[config.mk]
export PLATFORM = sky130hd
export DESIGN_NAME = signal_sequencer
export DESIGN_NICKNAME = d
export VERILOG_FILES = /design/src/rtl/signal_sequencer.sv
export SDC_FILE = /design/constraint.sdc
export NUM_CORES = 1
export LEC_CHECK = 0
export ABC_AREA = 1
export CAP_MARGIN = 20
export CORE_MARGIN = 2
export CORE_UTILIZATION = 47
export DETAILED_ROUTE_END_ITERATION = 10
export PLACE_DENSITY_LB_ADDON = 0.15
export SYNTH_ARGS = -nofsm -noshare
export SYNTH_HDL_FRONTEND = slang
export SYNTH_SLANG_ARGS = --single-unit
[constraint.sdc]
create_clock -name CLK -period 2 [get_ports CLK]
set_input_delay 0.4 -clock CLK [delete_from_list [all_inputs] [get_ports CLK]]
set_output_delay 0.4 -clock CLK [all_outputs]
set_load 0.05 [all_outputs]
[src/rtl/signal_sequencer.sv]
// Round-robin grant sequencer: each grant runs GREEN -> YELLOW -> ALLRED,
// with phase lengths set by parameters and timed by one shared down-counter.
module signal_sequencer #(
   parameter int GREEN_CYC  = 8,
   parameter int YELLOW_CYC = 2,
   parameter int RED_CYC    = 1
) (
   input  logic       CLK,
   input  logic       RST,
   input  logic       L,
   input  logic       T,
   input  logic       P,
   output logic       GL,
   output logic       GT,
   output logic       GP,
   output logic       Y,
   output logic       R,
   output logic [1:0] OWN,
   output logic       BUSY,
   output logic [1:0] o_dbg_state
);

   typedef enum logic [1:0] {
      ST_IDLE   = 2'd0,
      ST_GREEN  = 2'd1,
      ST_YELLOW = 2'd2,
      ST_ALLRED = 2'd3
   } state_t;

   localparam logic [7:0] G_LOAD = 8'(GREEN_CYC - 1);
   localparam logic [7:0] Y_LOAD = 8'(YELLOW_CYC - 1);
   localparam logic [7:0] R_LOAD = 8'(RED_CYC - 1);

   state_t     r_state, w_state_n;
   logic [7:0] r_cnt, w_cnt_n;
   logic [1:0] r_ptr, w_ptr_n;
   logic [1:0] w_win;
   logic       w_any;
   logic       w_gl, w_gt, w_gp, w_y, w_r, w_busy;
   logic [1:0] w_own;

   assign w_any       = L | T | P;
   assign o_dbg_state = r_state;

   // Search order starts just after the last owner (1=L, 2=T, 3=P).
   always_comb begin
      w_win = 2'd0;
      case (r_ptr)
         2'd1: begin
            if (T)      w_win = 2'd2;
            else if (P) w_win = 2'd3;
            else if (L) w_win = 2'd1;
         end
         2'd2: begin
            if (P)      w_win = 2'd3;
            else if (L) w_win = 2'd1;
            else if (T) w_win = 2'd2;
         end
         default: begin
            if (L)      w_win = 2'd1;
            else if (T) w_win = 2'd2;
            else if (P) w_win = 2'd3;
         end
      endcase
   end

   always_comb begin
      w_state_n = r_state;
      w_cnt_n   = r_cnt;
      w_ptr_n   = r_ptr;
      case (r_state)
         ST_IDLE: begin
            w_cnt_n = 8'd0;
            if (w_any) begin
               w_state_n = ST_GREEN;
               w_cnt_n   = G_LOAD;
               w_ptr_n   = w_win;
            end
         end
         ST_GREEN: begin
            if (r_cnt == 8'd0) begin
               w_state_n = ST_YELLOW;
               w_cnt_n   = Y_LOAD;
            end else begin
               w_cnt_n = r_cnt - 8'd1;
            end
         end
         ST_YELLOW: begin
            if (r_cnt == 8'd0) begin
               w_state_n = ST_ALLRED;
               w_cnt_n   = R_LOAD;
            end else begin
               w_cnt_n = r_cnt - 8'd1;
            end
         end
         ST_ALLRED: begin
            if (r_cnt == 8'd0) begin
               if (w_any) begin
                  w_state_n = ST_GREEN;
                  w_cnt_n   = G_LOAD;
                  w_ptr_n   = w_win;
               end else begin
                  w_state_n = ST_IDLE;
                  w_cnt_n   = 8'd0;
               end
            end else begin
               w_cnt_n = r_cnt - 8'd1;
            end
         end
         default: begin
            w_state_n = ST_IDLE;
            w_cnt_n   = 8'd0;
         end
      endcase
   end

   // Outputs are decoded from the next state so the registered copies line up with it.
   always_comb begin
      w_gl   = (w_state_n == ST_GREEN) && (w_ptr_n == 2'd1);
      w_gt   = (w_state_n == ST_GREEN) && (w_ptr_n == 2'd2);
      w_gp   = (w_state_n == ST_GREEN) && (w_ptr_n == 2'd3);
      w_y    = (w_state_n == ST_YELLOW);
      w_r    = (w_state_n == ST_IDLE) || (w_state_n == ST_ALLRED);
      w_own  = ((w_state_n == ST_GREEN) || (w_state_n == ST_YELLOW)) ? w_ptr_n : 2'd0;
      w_busy = (w_state_n != ST_IDLE);
   end

   always_ff @(posedge CLK or posedge RST) begin
      if (RST) begin
         r_state <= ST_IDLE;
         r_cnt   <= 8'd0;
         r_ptr   <= 2'd3;
         GL      <= 1'b0;
         GT      <= 1'b0;
         GP      <= 1'b0;
         Y       <= 1'b0;
         R       <= 1'b1;
         OWN     <= 2'd0;
         BUSY    <= 1'b0;
      end else begin
         r_state <= w_state_n;
         r_cnt   <= w_cnt_n;
         r_ptr   <= w_ptr_n;
         GL      <= w_gl;
         GT      <= w_gt;
         GP      <= w_gp;
         Y       <= w_y;
         R       <= w_r;
         OWN     <= w_own;
         BUSY    <= w_busy;
      end
   end

endmodule

==> results of run 1 <==
metal layers:
| layer | share of wire [%] | global-route usage [%] | vias to the layer above |
|---|---|---|---|
| met4 | 0.40 | 6.41 | 0 |
| met5 | 0 | 0 | - |
| met3 | 3.0 | 3.89 | 2 |
| met2 | 51 | 35.8 | 14 |
| li1 | - | - | 486 |
| met1 | 45 | 20.1 | 415 |
worst min-delay path by stage:
| stage | end | slack [ns] |
|---|---|---|
| detailed placement | r_ptr[1]$_DFF_PP1_ | 0.54 |
| CTS | Y$_DFF_PP0_ | 0.40 |
| global route | o_dbg_state[1]$_DFF_PP0_ | 0.43 |
| floorplan | BUSY$_DFF_PP0_ | 0.36 |
| finish | o_dbg_state[1]$_DFF_PP0_ | 0.39 |
| global placement | r_ptr[1]$_DFF_PP1_ | 0.53 |
cell usage after synthesis (all sizes together):
cell,count,area share (%)
a21oi,4,2.1
dfrtp,17,37
dfstp,3,6.8
ha,11,12
inv,25,8.1
nand2,40,14
nand3,11,5.2
nor2,20,7.3
nor3,1,0.86
nor3b,1,0.65
o21ai,3,1.3
or2,2,1.3
xnor2,1,0.76
xor2,4,3.0
power by group through the flow:
stage	sequential (W)	combinational [W]	clock, W
final	0.000680	0.00169	0.000336
after global routing	0.000698	0.00189	0.000366
after CTS	0.000681	0.00166	0.000343
after detailed placement	0.000688	0.00164	0
after global placement	0.000684	0.00161	0
after floorplan	0.000914	0.000970	0
per-stage QoR:
| stage | instance area (um^2) | hold WS, ns | setup TNS [ns] |
|---|---|---|---|
| 2_1_floorplan | 1160 | 0.362 | 0 |
| 4_1_cts | 1440 | 0.399 | 0 |
| 3_5_place_dp | 1390 | 0.540 | -0.622 |
| 5_1_grt | 1450 | 0.431 | 0 |
| 6_report | 1450 | 0.390 | 0 |
| 3_3_place_gp | 1390 | 0.530 | -0.337 |
layout make-up:
cell class,instances,area share (%)
repair buffers,21,13.3
clock buffers,3,1.55
inverters,25,6.46
flip-flops and latches,20,34.8
clock inverters,1,2.07
multi-input cells,98,39.4
well taps,28,2.41
logic make-up after synthesis:
logic type               after synthesis  synth area share (%)
AND/OR/NAND/NOR                       75                  29.4
buffers and inverters                 25                  8.10
flip-flops                            20                  43.5
adder cells (fa/ha/maj)               11                  11.9
AO/OA/AOI/OAI                          7                  3.35
XOR/XNOR                               5                  3.78
flip-flops by register name (all words and copies together) (netlist names):
name         count
r_cnt            8
Y                1
R                1
BUSY             1
r_ptr            2
GT               1
GP               1
o_dbg_state      2
GL               1
OWN              2
==> reports/results.txt, run 1 <==
R2R Path Start - o_dbg_state[0]$_DFF_PP0_
via count of the first global-routing pass - 961
nets - 185
Routed WL - 2240 um
CTS tree - built
Core ar. - 2280 um^2
worst vdd ir - 1.09 mV
CP Depth - 1
number of synthesized register bits - 20
Tmin final - 1.92 ns
Sequential Area - 505 um^2
CTS buffer count - 3
largest net degree at the start of global routing - 14
Critical Path End Type - output port
Syn Inst Count - 143
hold-fix buffers at CTS - 0
Die Span X - 53.7 um
Worst setup SP type - flop
Initial Util - 50.9%
internal power - 0.00138 W
reg2reg path depth - 11
slowest stage delay, CP - 0.81 ns
clk buf depth - 2
commonest cells after routing, fill and taps aside - 35 x nand2_1, 20 x inv_1, 17 x nor2_1
total power - 0.00270 W
P_sw - 0.00132 W
GR Util All Layers - 18.7%
Port Buffers - 14
post-CTS sizing - 0
ant diodes - 0
reg-to-reg setup timing slack - 0.17 ns
Warnings, synthesis - 0
Worst Tran Pin Value - 0.513 ns
skew final - 0.00552 ns
first-pass GRT wire length - 3800 um
CP Cell Sequence - clkdlybuf4s50_1
P&R area growth vs syn - 25.4%
Crit Path Class - flop to output port
# DRC - 0
Max Slew Vio Count - 0
crit share post-route - 96.1%
Root Buffer - clkbuf_4
Switching Share - 49.0%
combinational power share - 62.4%
Final Setup Violations - 0
CTS clock-pin slew for the worst setup and hold paths - 0.12 ns
Die Footprint - 2880 um^2
Ports - 15
leakage - 0.780 nW
Seq pwr share - 25.1%
post-place setup slack - -0.132 ns
syn_area_per_cell - 8.10 um^2
post-placement cell count - 192
Final Non-Filler Cells - 196
post-CTS setup buffer count - 0
Syn Std Cell Area - 1160 um^2
pwr/cell area - 1860 nW/um^2
Worst Path Required - 1.60 ns
CP max-delay cell - clkdlybuf4s50_1
DRT iter0 DRCs - 18
area of the multi-input gates - 573 um^2
Hold Fails Final Rpt - 0
Achievable Freq - 520 MHz
Post-DRT Antenna Nets - 0
Wirelength per Cell - 11.4 um
site row count - 17
clk sinks - 20
Syn Nets - 159
RSZ-0062 raised after global routing - no
height of the chip - 53.7 um
worst path bufs/invs - 1
first-pass iteration count of the detailed router - 4
routability-driven placement congestion ratio - 0.770
Cell variety after synth - 22
clock share of power - 12.4%
Seq/Total Area, Yosys - 43.5%
Arrival @ worst endpoint - 1.52 ns
crit-path max FO - 4
total global routing overflow - 0
FF-to-FF End - GT$_DFF_PP0_
status - finished, final reports clean
Max-cap violations - 0
Via density - 4.68
Detail Placement HPWL - 1740 um
via count - 917
Final WS setup - 0.0781 ns
worst hold path type - input pin to asynchronous set/reset pin
Critical Path Source - o_dbg_state[0]$_DFF_PP0_
fillers - 211
proportion of layout cells with a drive suffix above 1 - 20.2%
commonest non-fill, non-tap cell in the layout - nand2_1
clk_lat worst skew - 0.31 ns
Final Util - 63.8%
Slew Limit Headroom - 65.8%
Largest delay share family, worst path - buffers and inverters
CP Capture Point - o_dbg_state[0]
Max H-tree Level - 1
initial antenna violation count - 0
Note: power is estimated with default switching activity, not from simulation.
==> run 2, diff against run 1 <==
--- a/config.mk
+++ b/config.mk
@@ -6,9 +6,11 @@
 export NUM_CORES = 1
 export LEC_CHECK = 0
 export ABC_AREA = 1
-export CAP_MARGIN = 20
+export CAP_MARGIN = 40
+export CELL_PAD_IN_SITES_DETAIL_PLACEMENT = 0
+export CELL_PAD_IN_SITES_GLOBAL_PLACEMENT = 1
 export CORE_MARGIN = 2
-export CORE_UTILIZATION = 47
+export CORE_UTILIZATION = 40
 export DETAILED_ROUTE_END_ITERATION = 10
 export PLACE_DENSITY_LB_ADDON = 0.15
 export SYNTH_ARGS = -nofsm -noshare
==> run 2 against run 1 <==
  * Die area rose by 16%
  * Clock skew fell by 0.0022 ns
  * Critical endpoint unchanged
  * Clock power fell by 3%
  * Final area fell by 0.17%
  * Highest routed layer unchanged
  * Critical path depth is the same
  * Flip-flop and latch count is the same
  * Via count is 2.4% lower
  * Combinational power down 4%
==> reports/results.txt, run 2 (same netlist as run 1, synthesis figures left out) <==
crit share post-route - 96.0% (about the same)
nets - 184 (-0.54%)
CP Cell Sequence - clkdlybuf4s50_1
Slew Limit Headroom - 65.9% (+0.11 points)
Worst Path Required - 1.60 ns (about the same)
Post-DRT Antenna Nets - 0 (unchanged)
CTS buffer count - 3 (unchanged)
via count - 895 (-2.4%)
total power - 0.00263 W (-2.6%)
worst hold path type - input pin to asynchronous set/reset pin
DRT iter0 DRCs - 17 (-1)
height of the chip - 57.8 um (+7.8%)
Final WS setup - 0.0796 ns (+0.00156 ns)
area of the multi-input gates - 574 um^2 (+0.22%)
Sequential Area - 505 um^2 (unchanged)
worst vdd ir - 1.04 mV (-4.1%)
clk buf depth - 2 (unchanged)
Max Slew Vio Count - 0 (unchanged)
commonest cells after routing, fill and taps aside - 35 x nand2_1, 21 x inv_1, 17 x nor2_1
Worst Tran Pin Value - 0.510 ns (-0.00238 ns)
Port Buffers - 14 (unchanged)
Largest delay share family, worst path - buffers and inverters
skew final - 0.00335 ns (-0.00217 ns)
largest reg by FF count - r_cnt
site row count - 19 (+2)
Final Setup Violations - 0 (unchanged)
total global routing overflow - 0 (unchanged)
Arrival @ worst endpoint - 1.52 ns (about the same)
CTS clock-pin slew for the worst setup and hold paths - 0.11 ns (about the same)
status - finished, final reports clean
final hold slack - 0.330 ns (-0.0598 ns)
Routed WL - 2040 um (-8.9%)
Via density - 4.52 (-3.4%)
Die Span X - 57.8 um (+7.8%)
# DRC - 0 (unchanged)
slowest stage delay, CP - 0.81 ns (about the same)
CTS tree - built
clk_lat worst skew - 0.30 ns (about the same)
largest net degree at the start of global routing - 14 (unchanged)
Achievable Freq - 521 MHz (about the same)
Crit Path Class - flop to output port
pwr/cell area - 1820 nW/um^2 (-2.4%)
Root Buffer - clkbuf_4
Tmin final - 1.92 ns (-0.00156 ns)
initial antenna violation count - 0 (unchanged)
worst path bufs/invs - 1 (unchanged)
crit-path max FO - 4 (unchanged)
routability-driven placement congestion ratio - 0.738 (-4.2%)
clk sinks - 20 (unchanged)
Initial Util - 42.0% (-8.9 points)
Worst setup SP type - flop
RSZ-0062 raised after global routing - no
Critical Path End Type - output port
Ports - 15 (unchanged)
P&R area growth vs syn - 25.2%
GR Util All Layers - 14.8% (-3.9 points)
Wirelength per Cell - 10.3 um (-9.8%)
first-pass iteration count of the detailed router - 3 (-1)
first-pass GRT wire length - 3830 um (+0.74%)
Hold Fails Final Rpt - 0 (unchanged)
CP max-delay cell - clkdlybuf4s50_1
Die Footprint - 3340 um^2 (+16%)
ant diodes - 0 (unchanged)
Core ar. - 2760 um^2 (+21%)
proportion of layout cells with a drive suffix above 1 - 20.4% (+0.12 points)
max reg flops - 8 (unchanged)
Detail Placement HPWL - 1710 um (-1.7%)
Max H-tree Level - 1 (unchanged)
post-place setup slack - -0.107 ns (+0.0260 ns)
Fin Setup TNS - 0 ns (unchanged)
Final Util - 52.6% (-11 points)
via count of the first global-routing pass - 927 (-3.5%)
Max-cap violations - 0 (unchanged)
post-CTS setup buffer count - 0 (unchanged)
commonest non-fill, non-tap cell in the layout - nand2_1
leakage - 0.775 nW (-0.69%)
fillers - 290 (+37%)
[run 2: changes by cell type in the layout (fill, tap and decap cells not counted)]
cell,change
a21oi_1,-1
a21oi_2,+1
buf_4,-1
ha_1,-1
ha_2,+1
inv_1,+1
inv_2,-1
nor2_2,+1
nor2_4,-1
[run 2: layer usage]
layer,up-vias,routed length [um],global-route usage (%)
met4,0,17,3.99
met1,409,869,16.5
li1,480,-,-
met3,2,38,4.02
met5,-,0,0
met2,4,1120,27.4
[run 2: path summary, 6_finish.rpt]
kind,from,endpoint,slack [ns],cells past startpoint
setup / recovery,o_dbg_state[0]$_DFF_PP0_,o_dbg_state[0],0.08,1
hold / removal,RST,r_cnt[7]$_DFF_PP0_,0.33,2
setup reg to reg,o_dbg_state[0]$_DFF_PP0_,GT$_DFF_PP0_,0.22,11
hold reg to reg,r_ptr[1]$_DFF_PP1_,r_ptr[1]$_DFF_PP1_,0.55,2
max in group asynchronous,RST,r_ptr[1]$_DFF_PP1_,1.13,3
min in group CLK,r_ptr[1]$_DFF_PP1_,r_ptr[1]$_DFF_PP1_,0.55,2
[run 2: timing repair]
| action | 4_1_cts | 5_1_grt |
|---|---|---|
| resized for setup | 0 | 5 |
| setup endpoints to repair | 0 | 6 |
| hold buffers | 0 | 0 |
[run 2: cell type report]
| class | instances | share of cell area [%] |
|---|---|---|
| Inverter | 25 | 6.47 |
| Multi-Input combinational cell | 98 | 39.6 |
| Sequential cell | 20 | 34.9 |
| Clock buffer | 3 | 1.55 |
| Tap cell | 31 | 2.67 |
| Clock inverter | 1 | 2.07 |
| Timing Repair Buffer | 20 | 12.8 |
[run 2: power breakdown]
part           internal [W]  switching (W)
logic              0.000584        0.00105
registers          0.000581      0.0000958
clock network      0.000202       0.000124
[run 2: per-stage QoR]
| stage | cells | instance area, um^2 |
|---|---|---|
| 2_1_floorplan | 143 | 1160 |
| 3_3_place_gp | 194 | 1380 |
| 3_5_place_dp | 194 | 1380 |
| 4_1_cts | 198 | 1430 |
| 5_1_grt | 198 | 1450 |
| 6_report | 198 | 1450 |
==> run 3, diff against run 2 <==
--- a/config.mk
+++ b/config.mk
@@ -9,8 +9,9 @@
 export CAP_MARGIN = 40
 export CELL_PAD_IN_SITES_DETAIL_PLACEMENT = 0
 export CELL_PAD_IN_SITES_GLOBAL_PLACEMENT = 1
-export CORE_MARGIN = 2
+export CORE_MARGIN = 1.5
 export CORE_UTILIZATION = 40
+export CTS_CLUSTER_SIZE = 20
 export DETAILED_ROUTE_END_ITERATION = 10
 export PLACE_DENSITY_LB_ADDON = 0.15
 export SYNTH_ARGS = -nofsm -noshare
==> run 3 against run 2 <==
  * Routed wire length down 1.5%
  * Via count increased by 1.3%
  * Combinational power hardly changed
  * Non-clock buffer count unchanged
  * Flip-flop and latch count unchanged
  * Clock skew is 0.0063 ns higher
==> reports/results.txt, run 3 (same netlist as run 1, synthesis figures left out) <==
Ports - 15 (unchanged)
Seq pwr share - 25.8% (about the same)
internal power - 0.00136 W (-0.28%)
max reg flops - 8 (unchanged)
Slew Limit Headroom - 66.4% (+0.56 points)
Arrival @ worst endpoint - 1.52 ns (about the same)
nets - 184 (unchanged)
Final WS setup - 0.0822 ns (+0.00251 ns)
Worst Tran Pin Value - 0.502 ns (-0.00837 ns)
Switching Share - 48.2% (+0.13 points)
crit share post-route - 95.9% (-0.13 points)
worst path bufs/invs - 1 (unchanged)
skew final - 0.00965 ns (+0.00630 ns)
FF-to-FF End - GT$_DFF_PP0_
Worst Path Required - 1.60 ns (about the same)
proportion of layout cells with a drive suffix above 1 - 18.6% (-1.8 points)
ant diodes - 0 (unchanged)
Final Util - 52.4% (-0.23 points)
site row count - 19 (unchanged)
worst vdd ir - 0.975 mV (-6.5%)
Max-cap violations - 0 (unchanged)
status - finished, final reports clean
Largest delay share family, worst path - buffers and inverters
Critical Path End Type - output port
Root Buffer - clkbuf_4
Final Setup Violations - 0 (unchanged)
reg2reg path depth - 12 (+1)
total global routing overflow - 0 (unchanged)
CTS buffer count - 3 (unchanged)
combinational power share - 61.8% (about the same)
Via density - 4.58 (+1.3%)
CP max-delay cell - clkdlybuf4s50_1
first-pass iteration count of the detailed router - 4 (+1)
total power - 0.00263 W (about the same)
GR Util All Layers - 14.6% (-0.15 points)
R2R Path Start - r_cnt[0]$_DFF_PP0_
Max Slew Vio Count - 0 (unchanged)
CTS clock-pin slew for the worst setup and hold paths - 0.12 ns (about the same)
Die Footprint - 3230 um^2 (-3.4%)
DRT iter0 DRCs - 37 (+20)
crit-path max FO - 4 (unchanged)
via count - 907 (+1.3%)
routability-driven placement congestion ratio - 0.736 (-0.28%)
initial antenna violation count - 0 (unchanged)
post-place setup slack - -0.111 ns (-0.00406 ns)
Core ar. - 2760 um^2 (unchanged)
pwr/cell area - 1820 nW/um^2 (+0.41%)
Die Span X - 56.8 um (-1.7%)
P&R area growth vs syn - 24.6%
final hold slack - 0.321 ns (-0.00919 ns)
Hold Fails Final Rpt - 0 (unchanged)
via count of the first global-routing pass - 892 (-3.8%)
Achievable Freq - 521 MHz (+0.13%)
commonest cells after routing, fill and taps aside - 35 x nand2_1, 21 x inv_1, 17 x nor2_1
Post-DRT Antenna Nets - 0 (unchanged)
largest reg by FF count - r_cnt
Detail Placement HPWL - 1660 um (-2.6%)
RSZ-0062 raised after global routing - no
slowest stage delay, CP - 0.81 ns (about the same)
CP Depth - 1 (unchanged)
P_sw - 0.00127 W (+0.25%)
leakage - 0.776 nW (+0.19%)
Port Buffers - 14 (unchanged)
reg-to-reg setup timing slack - 0.18 ns (-0.04 ns)
clk sinks - 20 (unchanged)
# DRC - 0 (unchanged)
CP Cell Sequence - clkdlybuf4s50_1
Worst setup SP type - flop
largest net degree at the start of global routing - 14 (unchanged)
Tmin final - 1.92 ns (-0.00251 ns)
clk buf depth - 2 (unchanged)
height of the chip - 56.8 um (-1.7%)
commonest non-fill, non-tap cell in the layout - nand2_1
first-pass GRT wire length - 3730 um (-2.5%)
clk_lat worst skew - 0.30 ns (about the same)
Crit Path Class - flop to output port
Fin Setup TNS - 0 ns (unchanged)
fillers - 280 (-3.4%)
clock share of power - 12.4% (about the same)
Initial Util - 42.0% (unchanged)
CTS tree - built
hold-fix buffers at CTS - 0 (unchanged)
worst hold path type - input pin to asynchronous set/reset pin
Wirelength per Cell - 10.2 um (-1.5%)
Routed WL - 2010 um (-1.5%)
Max H-tree Level - 1 (unchanged)
CP Capture Point - o_dbg_state[0]
Critical Path Source - o_dbg_state[0]$_DFF_PP0_
## run 3: cell counts in the layout (fill, tap and decap cells not counted)
Identical to the previous run, type by type.
## run 3: per-layer routing
metal  GRT usage, %  vias up  wire length, um
li1               -      478                -
met1           17.6      418              903
met2           25.4        9             1030
met3           4.15        2               60
met4           3.99        0               16
met5              0        -                0
## run 3: final cells by class
type | instances | area [um^2] | share of cell area (%)
clock buffers | 3 | 22.5 | 1.56
clock inverters | 1 | 30.0 | 2.08
inverters | 25 | 93.8 | 6.50
multi-input cells | 98 | 568 | 39.3
flip-flops and latches | 20 | 505 | 35.0
well taps | 31 | 38.8 | 2.69
repair buffers | 20 | 185 | 12.8
## run 3: worst min-delay path by stage
| stage | cells after the start | startpoint | endpoint |
|---|---|---|---|
| 6_report | 2 | RST | r_cnt[7]$_DFF_PP0_ |
| 5_1_grt | 2 | RST | r_cnt[7]$_DFF_PP0_ |
| 4_1_cts | 2 | RST | r_cnt[7]$_DFF_PP0_ |
| 3_5_place_dp | 2 | r_ptr[1]$_DFF_PP1_ | r_ptr[1]$_DFF_PP1_ |
| 3_3_place_gp | 2 | r_ptr[1]$_DFF_PP1_ | r_ptr[1]$_DFF_PP1_ |
| 2_1_floorplan | 1 | RST | BUSY$_DFF_PP0_ |
## run 3: per-stage QoR
step	cells	instance area, um^2
floorplan	143	1160
global route	198	1440
detailed placement	194	1380
global placement	194	1380
finish	198	1440
CTS	198	1430
## run 3: power by group through the flow
stage	registers [W]	clock network, W	logic, W
after floorplan	0.000914	0	0.000970
after detailed placement	0.000693	0	0.00162
after CTS	0.000685	0.000339	0.00163
after global routing	0.000704	0.000348	0.00186
final	0.000679	0.000326	0.00163
after global placement	0.000687	0	0.00161
## run 3: timing repair
action,4_1_cts,5_1_grt
setup buffers,0,0
endpoints found under the setup margin,0,5
resized for setup,0,3
